--- config.mk ---
export PLATFORM = sky130hd
export DESIGN_NAME = homography_arbiter
export DESIGN_NICKNAME = d
export VERILOG_FILES = /design/src/rtl/homo_pkg.sv /design/src/rtl/homography_arbiter_tag_fifo.sv /design/src/rtl/homography_arbiter.sv
export SDC_FILE = /design/constraint.sdc
export NUM_CORES = 1
export LEC_CHECK = 0
export ABC_AREA = 1
export BUFFER_PORTS_ARGS = -buffer_cell sky130_fd_sc_hd__buf_2
export CAP_MARGIN = 40
export CORE_ASPECT_RATIO = 0.6
export CORE_MARGIN = 5
export CORE_UTILIZATION = 48
export DETAILED_ROUTE_END_ITERATION = 7
export GPL_TIMING_DRIVEN = 0
export PLACE_DENSITY = 0.8
export SLEW_MARGIN = 10
export SYNTH_ARGS = -nofsm -noshare
export SYNTH_HDL_FRONTEND = slang
export SYNTH_SLANG_ARGS = --single-unit
--- constraint.sdc ---
create_clock -name clk_25 -period 2.8 [get_ports clk_25]
set_input_delay 0.28 -clock clk_25 [delete_from_list [all_inputs] [get_ports clk_25]]
set_output_delay 0.28 -clock clk_25 [all_outputs]
set_load 0.05 [all_outputs]
--- src/rtl/homo_pkg.sv ---
// Shared types for the homography display path: coordinate width,
// RGB565 colour fields and the coordinate/colour payload structs.
package homo_pkg;

    localparam int unsigned CW  = 10;
    localparam int unsigned R_W = 5;
    localparam int unsigned G_W = 6;
    localparam int unsigned B_W = 5;

    typedef struct packed {
        logic [CW-1:0] x;
        logic [CW-1:0] y;
    } coord_t;

    typedef struct packed {
        logic [R_W-1:0] r;
        logic [G_W-1:0] g;
        logic [B_W-1:0] b;
    } rgb565_t;

endpackage

--- src/rtl/homography_arbiter_tag_fifo.sv ---
// tag_fifo: synchronous FIFO of power-of-two depth holding the issue-order
// tags of outstanding engine queries; push and pop may coincide when full or empty.
module tag_fifo #(
    parameter int unsigned  DEPTH = 8,
    parameter int unsigned  WIDTH = 1,
    localparam int unsigned AW    = (DEPTH > 1) ? $clog2(DEPTH) : 1,
    localparam int unsigned CNTW  = $clog2(DEPTH + 1)
) (
    input  logic             clk_25,
    input  logic             rst_n,
    input  logic             push,
    input  logic [WIDTH-1:0] wdata,
    input  logic             pop,
    output logic [WIDTH-1:0] rdata,
    output logic             full,
    output logic             empty,
    output logic [CNTW-1:0]  count
);

    logic [WIDTH-1:0] mem [DEPTH];
    logic [AW-1:0]    wr_ptr;
    logic [AW-1:0]    rd_ptr;
    logic             do_push;
    logic             do_pop;

    assign full    = (count == CNTW'(DEPTH));
    assign empty   = (count == '0);
    // A pop frees the slot a same-cycle push lands in, so push-when-full is legal with pop.
    assign do_pop  = pop && !empty;
    assign do_push = push && (!full || do_pop);
    assign rdata   = mem[rd_ptr];

    always_ff @(posedge clk_25) begin
        if (do_push) begin
            mem[wr_ptr] <= wdata;
        end
    end

    always_ff @(posedge clk_25 or negedge rst_n) begin
        if (!rst_n) begin
            wr_ptr <= '0;
            rd_ptr <= '0;
            count  <= '0;
        end else begin
            if (do_push) begin
                wr_ptr <= wr_ptr + AW'(1);
            end
            if (do_pop) begin
                rd_ptr <= rd_ptr + AW'(1);
            end
            case ({do_push, do_pop})
                2'b10:   count <= count + CNTW'(1);
                2'b01:   count <= count - CNTW'(1);
                default: count <= count;
            endcase
        end
    end

endmodule

--- src/rtl/homography_arbiter.sv ---
// Round-robin arbiter sharing one pipelined homography engine between two requesters,
// with in-order response routing. Define HOMO_ARB_CHECK_EN to also check returned x,y.
module homography_arbiter
    import homo_pkg::*;
#(
    parameter int unsigned  MAX_OUT = 8,
    parameter int unsigned  CW      = homo_pkg::CW,
    localparam int unsigned OW      = $clog2(MAX_OUT + 1)
) (
    input  logic           clk_25,
    input  logic           rst_n,
    input  logic [1:0]     req_valid,
    input  logic [CW-1:0]  req_x0,
    input  logic [CW-1:0]  req_y0,
    input  logic [CW-1:0]  req_x1,
    input  logic [CW-1:0]  req_y1,
    output logic [1:0]     req_grant,
    output logic [1:0]     resp_valid,
    output logic [CW-1:0]  resp_x,
    output logic [CW-1:0]  resp_y,
    output logic [R_W-1:0] resp_r,
    output logic [G_W-1:0] resp_g,
    output logic [B_W-1:0] resp_b,
    output logic [CW-1:0]  query_x,
    output logic [CW-1:0]  query_y,
    output logic           start,
    input  logic [CW-1:0]  return_x,
    input  logic [CW-1:0]  return_y,
    input  logic [R_W-1:0] r,
    input  logic [G_W-1:0] g,
    input  logic [B_W-1:0] b,
    input  logic           ready,
    output logic [OW-1:0]  outstanding,
    output logic           debug
);

`ifdef HOMO_ARB_CHECK_EN
    localparam int unsigned QW = 1 + 2 * CW;
`else
    localparam int unsigned QW = 1;
`endif

    logic          q_full;
    logic          q_empty;
    logic          q_push;
    logic          q_pop;
    logic [QW-1:0] q_wdata;
    logic [QW-1:0] q_rdata;
    logic          q_tag;
    logic          mismatch_c;
    logic          last;
    logic          sel;
    logic          transfer;
    logic [CW-1:0] sel_x;
    logic [CW-1:0] sel_y;
    rgb565_t       eng_rgb;

    // Grant: a lone requester wins; on a tie the one not served last wins.
    always_comb begin
        req_grant = 2'b00;
        if (rst_n && !q_full) begin
            case (req_valid)
                2'b01:   req_grant = 2'b01;
                2'b10:   req_grant = 2'b10;
                2'b11:   req_grant = last ? 2'b01 : 2'b10;
                default: req_grant = 2'b00;
            endcase
        end
    end

    assign transfer = |(req_valid & req_grant);
    assign sel      = req_grant[1];
    assign sel_x    = sel ? req_x1 : req_x0;
    assign sel_y    = sel ? req_y1 : req_y0;
    assign q_push   = transfer;
    assign q_pop    = ready && !q_empty;
    assign eng_rgb  = '{r: r, g: g, b: b};

`ifdef HOMO_ARB_CHECK_EN
    assign q_wdata    = {sel, sel_x, sel_y};
    assign q_tag      = q_rdata[QW-1];
    assign mismatch_c = (q_rdata[2*CW-1:CW] != return_x) || (q_rdata[CW-1:0] != return_y);
`else
    assign q_wdata    = sel;
    assign q_tag      = q_rdata[0];
    assign mismatch_c = 1'b0;
`endif

    tag_fifo #(
        .DEPTH (MAX_OUT),
        .WIDTH (QW)
    ) u_tag_fifo (
        .clk_25 (clk_25),
        .rst_n  (rst_n),
        .push   (q_push),
        .wdata  (q_wdata),
        .pop    (q_pop),
        .rdata  (q_rdata),
        .full   (q_full),
        .empty  (q_empty),
        .count  (outstanding)
    );

    // Engine query side and round-robin pointer; last=1 lets requester 0 win the first tie.
    always_ff @(posedge clk_25 or negedge rst_n) begin
        if (!rst_n) begin
            start   <= 1'b0;
            query_x <= '0;
            query_y <= '0;
            last    <= 1'b1;
        end else begin
            start <= transfer;
            if (transfer) begin
                query_x <= sel_x;
                query_y <= sel_y;
                last    <= sel;
            end
        end
    end

    // Response routing; data buses hold between pulses.
    always_ff @(posedge clk_25 or negedge rst_n) begin
        if (!rst_n) begin
            resp_valid <= 2'b00;
            resp_x     <= '0;
            resp_y     <= '0;
            resp_r     <= '0;
            resp_g     <= '0;
            resp_b     <= '0;
        end else begin
            resp_valid <= 2'b00;
            if (q_pop) begin
                resp_valid <= q_tag ? 2'b10 : 2'b01;
                resp_x     <= return_x;
                resp_y     <= return_y;
                resp_r     <= eng_rgb.r;
                resp_g     <= eng_rgb.g;
                resp_b     <= eng_rgb.b;
            end
        end
    end

    // Sticky error: result with nothing outstanding, or returned coordinates not matching the query.
    always_ff @(posedge clk_25 or negedge rst_n) begin
        if (!rst_n) begin
            debug <= 1'b0;
        end else if ((ready && q_empty) || (q_pop && mismatch_c)) begin
            debug <= 1'b1;
        end
    end

endmodule

# Yosys cells after proc, flatten, opt, wreduce, memory -nomap -nowiden
# Memories as Yosys holds them, arrays and structs flattened.
# Cells that the tools add are included.
# op_classes
n_mux	10
bitwise	1
add_sub_neg	4
reduce_logical	11
n_eq_ne	6
# ops
cell	n
10-bit 2-to-1 mux	2
2-bit 2-to-1 mux	4
4-bit case mux with 2 select lines	1
3-bit by 1-bit adder with 3-bit output (second input constant)	2
2-bit == test (second input constant)	3
2-bit case mux with 3 select lines	1
1-bit logical AND	5
4-bit by 1-bit adder with 4-bit output (second input constant)	1
2-bit by 1-bit == test with 1-bit output (second input constant)	2
4-bit == test (second input constant)	1
4-bit zero test	1
4-bit by 1-bit subtractor with 4-bit output (second input constant)	1
2-bit bitwise AND	1
1-bit zero test	2
1-bit 2-to-1 mux	2
2-bit nonzero test	1
2-bit OR reduction	1
1-bit logical OR	1
# word_totals
ram_bits	8
ff_bits	71
mem_count	1
# mem_list
name	depth	width	rd	rd_clocked_by_memory_dff	write_ports	line_no	rtl
u_tag_fifo.mem	8	1	1	0	1	homography_arbiter_tag_fifo.sv:20	logic [WIDTH-1:0] mem [DEPTH];

# Longest topological paths before layout
# logic_depth
word_depth	9
ltp_mapped	14
depth_no_buf	13

# Hierarchy
# Synthesis repeated with hierarchy kept, for this count alone.
# hier_totals
cells_unflattened	423
hier_area_um2	3658.5
# modules_own_cells
mod	area_each_um2	cells_each	seq_area_each_um2	instances
homography_arbiter	2682.6	324	1527.7	1
tag_fifo	975.9	99	490.5	1

# Worst setup path after synthesis
# OpenSTA, ideal clock, no wires.
# synth_timing
path_kind	register to output
start	reg u_tag_fifo.count[2]
end	out req_grant[0]
stages_incl_launch_ff	5
slack_ns	0.363
arrival_ns	2.157
path_buffers	0
required_time_ns	2.520
path_cell_list	dfrtp_1 > inv_1 > nand3_2 > nand2_1 > a211oi_1
# synth_between
elab_chain_cells	4
# synth_rtl
item	line_no	rtl
start: declaration	homography_arbiter_tag_fifo.sv:17	output logic [CNTW-1:0] count
start signal: assignment	homography_arbiter_tag_fifo.sv:52	2'b10: count <= count + CNTW'(1);
start signal: assignment	homography_arbiter_tag_fifo.sv:53	2'b01: count <= count - CNTW'(1);
start signal: assignment	homography_arbiter_tag_fifo.sv:54	default: count <= count;
4-bit == test	homography_arbiter_tag_fifo.sv:26	assign full = (count == CNTW'(DEPTH));
1-bit zero test	homography_arbiter.sv:61	if (rst_n && !q_full) begin
1-bit logical AND	homography_arbiter.sv:61	
2-bit 2-to-1 mux	homography_arbiter.sv:61	
end: declaration	homography_arbiter.sv:17	output logic [1:0] req_grant,
# No other way between the ends.

# Worst setup path in the final report
# layout_timing
start	in rst_n
end	out req_grant[1]
# layout_between
elab_chain_cells	2
# layout_rtl
item	line_no	rtl
start: declaration	homography_arbiter.sv:11	input logic rst_n,
1-bit logical AND	homography_arbiter.sv:61	
2-bit 2-to-1 mux	homography_arbiter.sv:61	
# No other way between the ends.

==> results.txt <==
The worst register-to-register path has a setup slack of 0.43 ns. The total area inside the core boundary comes to 7270 sq um. The ratio of final minimum period to clock period is 0.895.

The logs give 0.707 for the worst relative slew slack and 0.495 for the initial standard-cell utilization of the core. The number of buffer cells added on primary ports works out to 146. The later pin in the worst-skew pair is clocked with a latency of 0.33 ns. The first detailed-routing pass ran for 5 iterations. Dividing the detail-routed via count by the number of cells gives 4.59. The data required time of the worst path is 2.52 ns, and the post-synthesis async set-or-reset flop share is 0.899.

The logs give 3338 for the via count of the first global-routing pass and 545 for the net count after synthesis. The aggregate global-route resource usage is 0.208. The flow ran to the end, and the final reports show no timing, DRC or antenna violations. The sequential share of the synthesized area was 0.561; the H-tree depth reported by CTS was 3.

The logs give 0 for the count of unresolved DRC violations after routing and 0 for the total grt overflow. For the post-synth design cell area, the log shows 3600 sq um. After detailed routing, the total wire length is 9260 microns.

TritonCTS built the clock tree. The tools report the worst hold path endpoint as resp_r[0]. STA classifies the critical path endpoint as an output port. The net count reported at finish was 704. After detailed routing, the average wire length per cell comes to 12.8 microns. In the post-synthesis netlist, the biggest area contributors are dfrtp_1 (49%), nand2_1 (23%), edfxtp_1 (6.7%).

Layout cell share with drive strength beyond 1: 0.299. The worst register-to-register path begins at u_tag_fifo.count[1]. Path class of the lowest-slack min-delay path: in2reg. The run gives 2.87 nW as the static power due to leakage. The signed area change from the synthesized netlist to the final layout is 32.2%. The shortest clock period the worst path allows after layout is 2.51 ns, and the via count is 3335. For the share of the core filled with cells in the final layout, the log shows 0.655.

At the end of routability-driven placement, the weighted congestion stood at 0.851. The die area came out at 9380 sq um. The first global-routing pass estimated 15600 microns of wire. The delay contributed by the slowest stage of the critical path is 0.55 ns.

The tools report the library cell used as clock root buffer as clkbuf_16. Counting along the longest clock path gives a buffer depth of 2. The netlist uses 23 different library cells. The run gives 0.145 ns as the worst hold-check slack. The end of the worst register-to-register path was u_tag_fifo.count[2]. For the sequential cell area, the log shows 2020 sq um. The floorplan step set the die height to 77.1 microns. Setup repair after global routing left no endpoint under its margin. The logs give 0 for the final count of pins violating max slew and 0 for the total of endpoints with negative setup slack in the final report. The tools report the kind of launch point of the worst setup path as an input port.

The number of buffers and inverters on the critical path is 6. dfrtp_1 takes more of the synthesized area than any other cell. The number of setup buffers added after CTS is 0. The signal on the critical path passes through dlygate4sd3_1 -> buf_6 -> nand3_1 -> buf_2 -> inv_1 -> buf_4 -> buf_2. Along the worst hold path, the cell count comes to 3.

For the achievable clock frequency, the log shows 399 MHz. The clock transition at the registers of the reported paths was 0.06 ns; the footprint of the multi-input gates was 1300 sq um. For this block, the initial DRC count from the detailed router was 144.

After synthesis the netlist holds a flip-flop and latch count of 79. Data on the critical path arrives at its endpoint at 2.23 ns. VDD sags by at most 0.000583 V. On the critical path, the stage with the largest delay is an instance of dlygate4sd3_1. The fraction of synthesized cell area taken by the top area cell type was 0.487. The number of hold violations in the final report was 0; the worst-path maximum fanout was 34. The cell family contributing the most delay on the critical path is buffers and inverters. The cell count of the worst reg-to-reg path is 12. For the pin with the worst max-slew slack, the measured transition is 0.440 ns. In this run the horizontal extent of the chip is 122 microns.

The power per unit of standard cell area came out at 1120 nW/um^2. Entering global routing, the biggest net connects 42 pins. The number of warnings reported in the yosys synthesis log was 0. Across the run, the number of max-cap violations was 0. The tools report the setup skew after layout as 0.0101 ns. The critical path is of the in2out type. The I/O pin count is 147, and the number of core rows is 24.

The dominant synthesized flop cell is dfrtp_1. For the number of instances in the synthesized netlist, the log shows 459. The run gives 0 as the initial antenna violation count.

The hold path startpoint was r[0]. The number of enable flip-flop cells after synthesis was 8; the number of routed nets with antenna violations was 0. Counting the fill cells in the layout gives 629. Counting the buffers created by CTS gives 9.

The estimated wirelength of the detail-placed design was 7020 microns; the number of clock sinks seen by CTS was 79. Each instance of the synthesized netlist takes up on average 7.84 sq um. The cell that appears most often on the critical path is buf_2.

0 antenna diodes ended up in the layout.
[what timing repair did]
action,4_1_cts,5_1_grt
hold buffers,1,0
endpoints found under the setup margin,0,1
resized for setup,0,1
hold endpoints to repair,29,0
[how the worst max path moves through the flow]
stage | endpoint | startpoint | cells past startpoint | slack, ns
finish | req_grant[1] | rst_n | 7 | 0.29
global route | req_grant[1] | rst_n | 7 | 0.09
CTS | req_grant[1] | rst_n | 7 | 0.13
detailed placement | u_tag_fifo.count[2] | u_tag_fifo.count[1] | 12 | 0.47
global placement | u_tag_fifo.count[2] | rst_n | 10 | -0.53
floorplan | req_grant[0] | u_tag_fifo.count[2] | 4 | 0.36
[metal layers]
| layer | track usage | part of all wire | wire [microns] | vias to the layer above |
|---|---|---|---|---|
| met3 | 0.0706 | 0.081 | 746 | 6 |
| li1 | - | - | - | 1676 |
| met2 | 0.328 | 0.47 | 4310 | 129 |
| met4 | 0.0503 | 0.0082 | 76 | 0 |
| met1 | 0.276 | 0.45 | 4130 | 1524 |
| met5 | 0 | 0 | 0 | - |
[logic make-up (layout without fill, tap and decap cells)]
logic type,count (synthesis),after routing,share of synthesized area
AO/OA/AOI/OAI,10,10,0.0153
XOR/XNOR,4,4,0.00974
adder cells (fa/ha/maj),5,5,0.0174
AND/OR/NAND/NOR,295,295,0.318
buffers and inverters,66,229,0.0786
flip-flops,79,79,0.561
[cell usage after synthesis (all sizes together) (3+ instances only)]
cell    instances
a21oi           3
buf            16
dfrtp          70
edfxtp          8
ha              5
inv            49
nand2         225
nand3          12
nor2           57
o21ai           5
xor2            3
[metrics by stage]
stage / instance area, sq um / setup WS, ns / cells / TNS [ns] / power (W)
2_1_floorplan: 3600 / 0.363 / 459 / 0 / 0.00365
5_1_grt: 4760 / 0.0924 / 726 / 0 / 0.00567
3_3_place_gp: 4460 / -0.527 / 709 / -1.72 / 0.00424
6_report: 4760 / 0.294 / 726 / 0 / 0.00534
4_1_cts: 4750 / 0.133 / 726 / 0 / 0.00538
3_5_place_dp: 4480 / 0.468 / 710 / 0 / 0.00432
[worst min-delay path, stage by stage]
cell     delay, ns
buf_2         0.07
nand2_1       0.04
nand2_1       0.05
[report_power, final]
group	switching (W)	internal, W
combinational	0.00190	0.000604
sequential	0.000257	0.00154
clock	0.000446	0.000592
total	0.00260	0.00273
[cell usage in the layout, fill, tap and decap left out, drive strengths merged]
cell           n
dfstp          1
ha             5
a211oi         1
xor2           3
dfrtp         70
clkinv         4
nand3         12
or2            1
clkbuf        10
inv           50
nor2          57
edfxtp         8
clkinvlp       1
nand2        225
a21oi          3
buf          163
xnor2          1
dlygate4sd3    1
o21bai         1
o21ai          5
[layout make-up]
type | count | share of cell area
clock buffer | 9 | 0.0473
tap | 104 | 0.0273
multi-input combinational | 314 | 0.273
buffer | 17 | 0.0208
sequential | 79 | 0.424
inverter | 49 | 0.0387
timing repair buffer | 148 | 0.161
clock inverter | 6 | 0.00789
[registers in the layout (all words and copies together), names as in the netlist, 2 cells and up]
register,cells
resp_y,10
resp_b,5
resp_x,10
u_tag_fifo.count,4
u_tag_fifo.rd_ptr,3
resp_valid,2
resp_r,5
query_y,10
u_tag_fifo.mem,8
query_x,10
resp_g,6
u_tag_fifo.wr_ptr,3
(Power assumes the default switching activity.)
